$ cat src/rtl/vga_scan_out_pkg.sv
// Shared VGA raster timing defaults, colour/counter types and output-stage record.
// Used by the scan-out block and the sprite renderers that consume its x/y.
package vga_scan_out_pkg;

    localparam int CNT_W = 10;
    localparam int RGB_W = 3;

    localparam int H_VISIBLE_DEF = 640;
    localparam int H_FP_DEF      = 16;
    localparam int H_SYNC_DEF    = 96;
    localparam int H_BP_DEF      = 48;
    localparam int V_VISIBLE_DEF = 480;
    localparam int V_FP_DEF      = 10;
    localparam int V_SYNC_DEF    = 2;
    localparam int V_BP_DEF      = 33;

    typedef logic [CNT_W-1:0] cnt_t;
    typedef logic [RGB_W-1:0] rgb_t;

    typedef struct packed {
        logic hsync;
        logic vsync;
        rgb_t rgb;
    } vga_out_t;

    // Idle connector state: syncs deasserted (high), DAC driven black.
    localparam vga_out_t VGA_OUT_IDLE = '{hsync: 1'b1, vsync: 1'b1, rgb: '0};

    function automatic logic in_span(input cnt_t v, input int lo, input int hi);
        return (int'(v) >= lo) && (int'(v) <= hi);
    endfunction

endpackage

$ cat src/rtl/vga_scan_out_pix_div.sv
// Pixel-rate divider: pix_tick_q is high for one clk in every CLK_DIV, glitch-free.
// Latency: first tick is visible after the first rising edge out of reset; no backpressure.
module vga_pix_div #(
    parameter int CLK_DIV = 2
) (
    input  logic clk,
    input  logic rst,
    output logic pix_tick
);

    localparam int DIV_W = (CLK_DIV > 1) ? $clog2(CLK_DIV) : 1;
    localparam logic [DIV_W-1:0] DIV_LAST = DIV_W'(CLK_DIV - 1);

    logic [DIV_W-1:0] div_q, div_d;
    logic             pix_tick_q, pix_tick_d;

    // The tick flop follows the next divider value so it is high exactly while div_q == DIV_LAST.
    always_comb begin
        div_d      = (div_q == DIV_LAST) ? '0 : div_q + 1'b1;
        pix_tick_d = (div_d == DIV_LAST);
    end

    always_ff @(posedge clk or posedge rst) begin
        if (rst) begin
            div_q      <= '0;
            pix_tick_q <= 1'b0;
        end else begin
            div_q      <= div_d;
            pix_tick_q <= pix_tick_d;
        end
    end

    assign pix_tick = pix_tick_q;

endmodule

$ cat src/rtl/vga_scan_out.sv
// Raster counters, sync decode and blanked sprite-over-background compositing for the VGA port.
// Latency: hsync/vsync/rgb lag x/y by one pixel; free-running, no backpressure.
module vga_scan_out
    import vga_scan_out_pkg::*;
#(
    parameter int CLK_DIV   = 2,
    parameter int H_VISIBLE = H_VISIBLE_DEF,
    parameter int H_FP      = H_FP_DEF,
    parameter int H_SYNC    = H_SYNC_DEF,
    parameter int H_BP      = H_BP_DEF,
    parameter int V_VISIBLE = V_VISIBLE_DEF,
    parameter int V_FP      = V_FP_DEF,
    parameter int V_SYNC    = V_SYNC_DEF,
    parameter int V_BP      = V_BP_DEF
) (
    input  logic             clk,
    input  logic             rst,
    output logic [CNT_W-1:0] x,
    output logic [CNT_W-1:0] y,
    input  logic [RGB_W-1:0] tp_rgb,
    input  logic             tp_valid,
    input  logic [RGB_W-1:0] bg_rgb,
    output logic             pix_tick,
    output logic             frame_tick,
    output logic             hsync,
    output logic             vsync,
    output logic [RGB_W-1:0] rgb
);

    localparam int H_TOTAL  = H_VISIBLE + H_FP + H_SYNC + H_BP;
    localparam int V_TOTAL  = V_VISIBLE + V_FP + V_SYNC + V_BP;
    localparam int HS_START = H_VISIBLE + H_FP;
    localparam int HS_END   = HS_START + H_SYNC - 1;
    localparam int VS_START = V_VISIBLE + V_FP;
    localparam int VS_END   = VS_START + V_SYNC - 1;
    localparam cnt_t H_LAST = cnt_t'(H_TOTAL - 1);
    localparam cnt_t V_LAST = cnt_t'(V_TOTAL - 1);

    if (H_TOTAL > (1 << CNT_W) || V_TOTAL > (1 << CNT_W)) begin : g_bad_totals
        $error("vga_scan_out: H_TOTAL/V_TOTAL do not fit the 10-bit raster counters");
    end
    if (CLK_DIV < 1) begin : g_bad_div
        $error("vga_scan_out: CLK_DIV must be at least 1");
    end

    cnt_t     h_cnt_q, h_cnt_d;
    cnt_t     v_cnt_q, v_cnt_d;
    vga_out_t out_q, out_d;
    logic     h_last, v_last, visible;

    vga_pix_div #(
        .CLK_DIV (CLK_DIV)
    ) u_pix_div (
        .clk      (clk),
        .rst      (rst),
        .pix_tick (pix_tick)
    );

    always_comb begin
        h_last  = (h_cnt_q == H_LAST);
        v_last  = (v_cnt_q == V_LAST);
        visible = (int'(h_cnt_q) < H_VISIBLE) && (int'(v_cnt_q) < V_VISIBLE);
        h_cnt_d = h_cnt_q;
        v_cnt_d = v_cnt_q;
        out_d   = out_q;
        if (pix_tick) begin
            h_cnt_d = h_last ? '0 : h_cnt_q + 1'b1;
            if (h_last) begin
                v_cnt_d = v_last ? '0 : v_cnt_q + 1'b1;
            end
            out_d.hsync = ~in_span(h_cnt_q, HS_START, HS_END);
            out_d.vsync = ~in_span(v_cnt_q, VS_START, VS_END);
            // Nested ifs keep an undriven tp_rgb out of rgb whenever the sprite is not selected.
            out_d.rgb = '0;
            if (visible) begin
                if (tp_valid) begin
                    out_d.rgb = tp_rgb;
                end else begin
                    out_d.rgb = bg_rgb;
                end
            end
        end
    end

    always_ff @(posedge clk or posedge rst) begin
        if (rst) begin
            h_cnt_q <= '0;
            v_cnt_q <= '0;
            out_q   <= VGA_OUT_IDLE;
        end else begin
            h_cnt_q <= h_cnt_d;
            v_cnt_q <= v_cnt_d;
            out_q   <= out_d;
        end
    end

    assign x          = h_cnt_q;
    assign y          = v_cnt_q;
    assign frame_tick = pix_tick & h_last & v_last;
    assign hsync      = out_q.hsync;
    assign vsync      = out_q.vsync;
    assign rgb        = out_q.rgb;

endmodule

$ cat config.mk
export PLATFORM = sky130hd
export DESIGN_NAME = vga_scan_out
export DESIGN_NICKNAME = d
export VERILOG_FILES = /design/src/rtl/vga_scan_out_pkg.sv /design/src/rtl/vga_scan_out_pix_div.sv /design/src/rtl/vga_scan_out.sv
export SDC_FILE = /design/constraint.sdc
export NUM_CORES = 1
export LEC_CHECK = 0
export ABC_AREA = 1
export BUFFER_PORTS_ARGS = -buffer_cell sky130_fd_sc_hd__buf_2
export CORE_UTILIZATION = 51
export CTS_BUF_LIST = sky130_fd_sc_hd__clkbuf_4 sky130_fd_sc_hd__clkbuf_8 sky130_fd_sc_hd__clkbuf_16
export DETAILED_ROUTE_END_ITERATION = 12
export GPL_TIMING_DRIVEN = 0
export PLACE_DENSITY_LB_ADDON = 0.08
export SKIP_LAST_GASP = 1
export SYNTH_ARGS = -nofsm -noshare
export SYNTH_HDL_FRONTEND = slang
export SYNTH_SLANG_ARGS = --single-unit
$ cat constraint.sdc
create_clock -name clk -period 2.3 [get_ports clk]
set_input_delay 0.115 -clock clk [delete_from_list [all_inputs] [get_ports clk]]
set_output_delay 0.115 -clock clk [all_outputs]
set_load 0.02 [all_outputs]
==> results of run 1 <==
[cell type report]
class | count | area, um^2 | area share
plain buffers | 3 | 21.3 | 0.0120
clock buffers | 3 | 22.5 | 0.0127
clock inverters | 1 | 30.0 | 0.0169
inverters | 31 | 116 | 0.0654
multi-input cells | 145 | 722 | 0.406
flip-flops and latches | 26 | 653 | 0.367
well taps | 31 | 38.8 | 0.0218
repair buffers | 35 | 175 | 0.0985
[per-layer routing]
metal	share of wire	wire length, um
met2	0.45	1420
met3	0.033	103
met1	0.50	1570
met5	0	0
met4	0.015	48
[registers in the layout (all words and copies together) (netlist names)]
register and count:
x 10, hsync 1, u_pix_div.div_q 1, vsync 1, rgb 3, y 10
[logic make-up (layout without fill, tap and decap cells)]
kind of cell | Yosys count | after routing
AO/OA/AOI/OAI | 24 | 24
XOR/XNOR | 5 | 5
adder cells (fa/ha/maj) | 4 | 4
buffers and inverters | 34 | 73
flip-flops | 26 | 26
AND/OR/NAND/NOR | 112 | 112
[per-stage QoR]
stage	hold WS, ps	instances	util	power (W)
final	-32.5	275	0.640	0.000820
after global routing	86.5	275	0.640	0.000839
after global placement	398	271	0.621	0.000504
after CTS	1.47	275	0.640	0.000826
after floorplan	154	205	-	0.000489
after detailed placement	392	271	0.621	0.000504
[final timing paths]
path | from | end | cells past startpoint
max in group asynchronous | rst | y[3]$_DFFE_PP0P_ | 2
worst max register to register | y[0]$_DFFE_PP0P_ | y[2]$_DFFE_PP0P_ | 7
min in group clk | bg_rgb[2] | rgb[2]$_DFFE_PP0P_ | 3
worst min register to register | rgb[2]$_DFFE_PP0P_ | rgb[2]$_DFFE_PP0P_ | 2
worst max-delay path | x[0]$_DFFE_PP0P_ | frame_tick | 6
worst min-delay path | rst | x[7]$_DFFE_PP0P_ | 2
[power by group through the flow]
stage,sequential (W),clock (W),combinational (W)
global route,0.000464,0.000340,0.0000358
global placement,0.000472,0,0.0000319
detailed placement,0.000472,0,0.0000322
floorplan,0.000477,0,0.0000124
finish,0.000463,0.000325,0.0000309
CTS,0.000463,0.000330,0.0000321
[cell usage in the layout (no fill, tap or decap), types with 3 or more instances in the layout]
cell	count
dfrtp_1	24
ha_1	4
nor2_1	32
nand2_1	45
buf_2	37
o21ai_0	18
nor3_1	3
nand3_1	16
nand4_1	8
clkbuf_4	3
inv_1	31
xor2_1	4
[critical path, cell delays in order, from the launching register on]
cell,delay [ps]
dfrtp_1,430
ha_1,190
nand2_1,90
nor2_1,200
nand3_1,120
nor4_1,240
buf_2,230
==> reports/metrics.cfg, run 1 <==
[status]
status=finished with violations
violations=hold timing

[setup_path]
arrival_ps=1840
required_ps=2180
start_kind=register
crit_fanout=4
cp-end-kind=output port
path_class=reg2out
reg2reg_slack_ps=760

[logic_synthesis]
yosysMostFrequentCell=nand2_1
synth_top_family_by_area=simple AND/OR/NAND/NOR gates
netlist_instances=205
synth_xor_area_frac=0.0289
synth.area.top_cells=dfrtp_1 40%, nand2_1 11%, nor2_1 7.9%, inv_1 7.7%, o21ai_0 6.0%
synth_top_area_cell=dfrtp_1
synth.cell_area_um2=1510
synthAdderAreaFrac=0.0331
synth_nets=218
ys_seq_elements=26
synth_commonest_cells=45 x nand2_1, 32 x nor2_1, 31 x inv_1, 24 x dfrtp_1, 18 x o21ai_0
avgSynthCellArea_um2=7.38
synth-main-ff-cell=dfrtp_1
synth_simple_gate_area_frac=0.330
synth_compound_area_frac=0.0852
async_flop_share=1.00
synth_edf_count=0
synth_mux_area_frac=0
ys_types=25
synth.top_cell.area_share=0.397
ys_seq_area_frac=0.432
yosysWarnings=0

[layout]
fin_nets=258
fin_area_um2=1780
drive_above_1_share=0.213
antenna_cells=0
nFillCells=261
area_growth_pct=17.6

[power_and_ir_drop]
switching_share=0.209
leakage_nw=0.913
p_clk_frac=0.397
p_switching_w=0.000171
p_per_area_nw_per_um2=461
p_int_w=0.000649
combPwrFrac=0.038
seq_power_share=0.565
irDropWorstVdd_uv=358

[route]
drt_wl_total_um=3140
via_count=1403
avgViaCountPerCell=5.10
drt_iter0_drc=46
drt_first_pass_iters=4
avgRoutedWirePerCell_um=11.4
drt.antenna.violating_nets=0
drc=0

[placed_design]
place_ws_ps=724
portBuffers=35
gp_congestion=0.824
placedInstanceArea_um2=1730
dp_hpwl_um=2360

[floorplanning]
coreArea_um2=2780
die-height_um=56.5
die_x_um=56.5
start_util=0.544
io_pins=36
num_rows=19
dieArea_um2=3190

[sta]
fmax_ghz=0.511
maxSlewViolCount=0
skew_ps=13.5
slew-limit-headroom=0.347
fin_crit_sh=0.851
hold_viol=24
period_minus_slack_ps=1960
rsz0062_at_grt=false
hold_ws_ps=-32.5
tns_ps=0
tightest_slew_ps=978
setup_slack_ps=342
setup_violations=0

[clock_network]
htreeDepth=1
clk_pin_slew_worst_paths_ps=160
clk_latency_ps=340
holdBufCountCts=0
clockBufferDepth=2
cts_resized=0
post_cts_buffers=0
cts_made_buffers=3
tritoncts=done
cts_sinks=26
root_buffer=clkbuf_4

[global_routing]
met1_usage=0.292
use_met3=0.0253
met2_usage=0.361
grt.overflow.total=0
grtUsageTotal=0.218
grt_pass1_wl_um=5470
top_usage_layer=met2
grt_antenna_before_repair=0
grt_max_degree=27
grt_pass1_vias=1287

[job]
max-cap-violations=0

[worst_hold_path]
hold_class=in2async

No activity file was read; power rests on OpenSTA's default activity.
==> run 2: changes to the inputs <==
--- a/config.mk
+++ b/config.mk
@@ -5,7 +5,6 @@
 export SDC_FILE = /design/constraint.sdc
 export NUM_CORES = 1
 export LEC_CHECK = 0
-export ABC_AREA = 1
 export BUFFER_PORTS_ARGS = -buffer_cell sky130_fd_sc_hd__buf_2
 export CORE_UTILIZATION = 51
 export CTS_BUF_LIST = sky130_fd_sc_hd__clkbuf_4 sky130_fd_sc_hd__clkbuf_8 sky130_fd_sc_hd__clkbuf_16
==> run 2 against run 1 <==
Against the previous run:
- the run still ends with hold timing left
- register-to-register slack lost 350 ps
- largest cell class is now sequential cells
- setup slack lost 180 ps
- clock power shrank 28%
- first-iteration DRC count shrank 37%
- total power shrank 11%
==> reports/metrics.cfg, run 2 <==
[setup_path]
reg2reg_slack_ps=410  ; -350 ps
r2r_end=y[9]$_DFFE_PP0P_
required_ps=2180  ; about the same
path_cells=ha_1, and4_1, buf_6, nand3_1, nor2_2, buf_2
rr_startpoint=x[0]$_DFFE_PP0P_
r2r_cells=6  ; -1
cpPeakStageDelay_ps=450  ; +20 ps
critical_path.top_delay_family=simple AND/OR/NAND/NOR gates
slowest_stage=dfrtp_1
path_class=reg2out
cp.buffers_inverters=2  ; +1
arrival_ps=2020  ; +180 ps
start_kind=register
crit_fanout=7  ; +3
cp-end-kind=output port

[clock_network]
htreeDepth=1  ; unchanged
cts_sinks=26  ; unchanged
clk_latency_ps=320  ; -20 ps
post_cts_buffers=0  ; unchanged
holdBufCountCts=0  ; unchanged
root_buffer=clkbuf_4
clockBufferDepth=2  ; unchanged
cts_made_buffers=3  ; unchanged
tritoncts=done
clk_pin_slew_worst_paths_ps=140  ; -20 ps
cts_resized=0  ; unchanged

[sta]
hold_ws_ps=-8.91  ; +23.6 ps
maxSlewViolCount=0  ; unchanged
skew_ps=2.99  ; -10.5 ps
fin_crit_sh=0.929  ; +0.0777
tns_ps=0  ; unchanged
setup_slack_ps=164  ; -179 ps
tightest_slew_ps=964  ; -14.3 ps
fmax_ghz=0.468  ; -8.4%
slew-limit-headroom=0.357  ; +0.00954
period_minus_slack_ps=2140  ; +179 ps
setup_violations=0  ; unchanged
rsz0062_at_grt=false
hold_viol=24  ; unchanged

[logic_synthesis]
ys_types=32  ; +28%
ys_seq_elements=26  ; unchanged
yosysMostFrequentCell=dfrtp_1
synth_edf_count=0  ; unchanged
ys_seq_area_frac=0.490  ; +0.0579
netlist_instances=129  ; -37%
synth.top_cell.area_share=0.450  ; +0.0533
synth-main-ff-cell=dfrtp_1
yosysWarnings=0  ; unchanged
avgSynthCellArea_um2=10.3  ; +40%
synth.cell_area_um2=1330  ; -12%
async_flop_share=1.00  ; unchanged
synth_commonest_cells=24 x dfrtp_1, 12 x nor2_1, 8 x nand2_1, 8 x nand3_1, 8 x nand4_1
synth.area.top_cells=dfrtp_1 45%, xor2_1 4.6%, dfstp_2 3.9%, xnor2_1 3.9%, ha_1 3.8%
synth_nets=142  ; -35%
synth_top_area_cell=dfrtp_1

[status]
status=finished with violations
violations=hold timing

[global_routing]
grt_pass1_vias=1019  ; -21%
grt.overflow.total=0  ; unchanged
grt_pass1_wl_um=4510  ; -18%
grtUsageTotal=0.223  ; +0.00432
grt_antenna_before_repair=0  ; unchanged
grt_max_degree=27  ; unchanged

[floorplanning]
num_rows=18  ; -1
die_x_um=53.1  ; -5.9%
coreArea_um2=2480  ; -11%
die-height_um=53.1  ; -5.9%
dieArea_um2=2820  ; -11%
start_util=0.538  ; -0.00548
io_pins=36  ; unchanged

[layout]
mostFrequentLayoutCell=buf_2
nFillCells=223  ; -15%
drive_above_1_share=0.298  ; +0.0845
fin_nets=182  ; -29%
area_growth_pct=18.9
antenna_cells=0  ; unchanged
final_cells=198  ; -28%
most-common-layout-cells=35 x buf_2, 24 x dfrtp_1, 11 x nor2_1
fin_area_um2=1590  ; -11%

[route]
drt_iter0_drc=29  ; -37%
avgRoutedWirePerCell_um=13.7  ; +20%
drt.antenna.violating_nets=0  ; unchanged
avgViaCountPerCell=5.49  ; +7.7%
via_count=1088  ; -22%
drc=0  ; unchanged
drt_wl_total_um=2720  ; -13%
drt_first_pass_iters=4  ; unchanged

[placed_design]
portBuffers=35  ; unchanged
place_inst=194  ; -28%
placedInstanceArea_um2=1550  ; -10%
place_ws_ps=437  ; -287 ps
gp_congestion=0.798  ; -3.2%
dp_hpwl_um=2030  ; -14%

[power_and_ir_drop]
power_w=0.000729  ; -11%
leakage_nw=0.770  ; -16%
p_per_area_nw_per_um2=460  ; -0.19%
irDropWorstVdd_uv=298  ; -17%

[job]
max-cap-violations=0  ; unchanged

[worst_hold_path]
hold_class=in2async

run 2: changes by cell type after synthesis, sizes merged, moves of 5 or more:
cell and delta:
inv -25, nand2 -38, nand3 -9, nor2 -23, o21ai -15, xnor2 +5
run 2: where the power goes:
group	internal, W	total [W]	switching, W	leakage (nW)
sequential	0.000461	0.000464	0.00000210	0.335
combinational	0.0000111	0.0000306	0.0000195	0.414
clock	0.0000967	0.000235	0.000138	0.0210
run 2: metal layers:
layer	track usage	vias to the layer above	share of wire
met3	0.0316	4	0.039
met2	0.357	32	0.46
li1	-	541	-
met5	0	-	0
met1	0.301	511	0.49
met4	0.0877	0	0.011
run 2: cell families (layout without fill, tap and decap cells):
family | count (synthesis) | after routing | synth area share
buf+inv | 10 | 49 | 0.0394
mux | 4 | 4 | 0.0310
flops | 26 | 26 | 0.490
simple gates | 56 | 56 | 0.246
fa+ha+maj | 4 | 4 | 0.0375
xor+xnor | 13 | 13 | 0.0854
compound gates | 16 | 16 | 0.0713
run 2: layout make-up:
type | count | area (um^2) | share of cell area
tap | 30 | 37.5 | 0.0237
timing repair buffer | 35 | 175 | 0.110
inverter | 6 | 22.5 | 0.0142
sequential | 26 | 653 | 0.412
buffer | 4 | 30.0 | 0.0189
clock buffer | 4 | 36.3 | 0.0229
multi-input combinational | 93 | 631 | 0.398
run 2: how the worst max path moves through the flow:
| stage | from | endpoint | slack [ps] | cells past startpoint |
|---|---|---|---|---|
| after floorplan | x[0]$_DFFE_PP0P_ | y[9]$_DFFE_PP0P_ | 470 | 6 |
| after global placement | x[0]$_DFFE_PP0P_ | y[9]$_DFFE_PP0P_ | 490 | 6 |
| after detailed placement | x[0]$_DFFE_PP0P_ | y[9]$_DFFE_PP0P_ | 440 | 6 |
| after CTS | x[0]$_DFFE_PP0P_ | frame_tick | 60 | 6 |
| after global routing | x[0]$_DFFE_PP0P_ | frame_tick | 20 | 6 |
| final | x[0]$_DFFE_PP0P_ | frame_tick | 160 | 6 |
run 2: worst reg2reg max path, cell delays in order (launching register included):
cell and delay (ps):
dfrtp_1 450, ha_1 240, and4_1 260, buf_6 150, nand4_4 110, or4_1 480, a21oi_1 150
run 2: stage by stage:
step | hold WS, ps | utilization
floorplan | 154 | -
global placement | 389 | 0.624
detailed placement | 394 | 0.624
CTS | 30.4 | 0.639
global route | 65.2 | 0.640
finish | -8.91 | 0.640
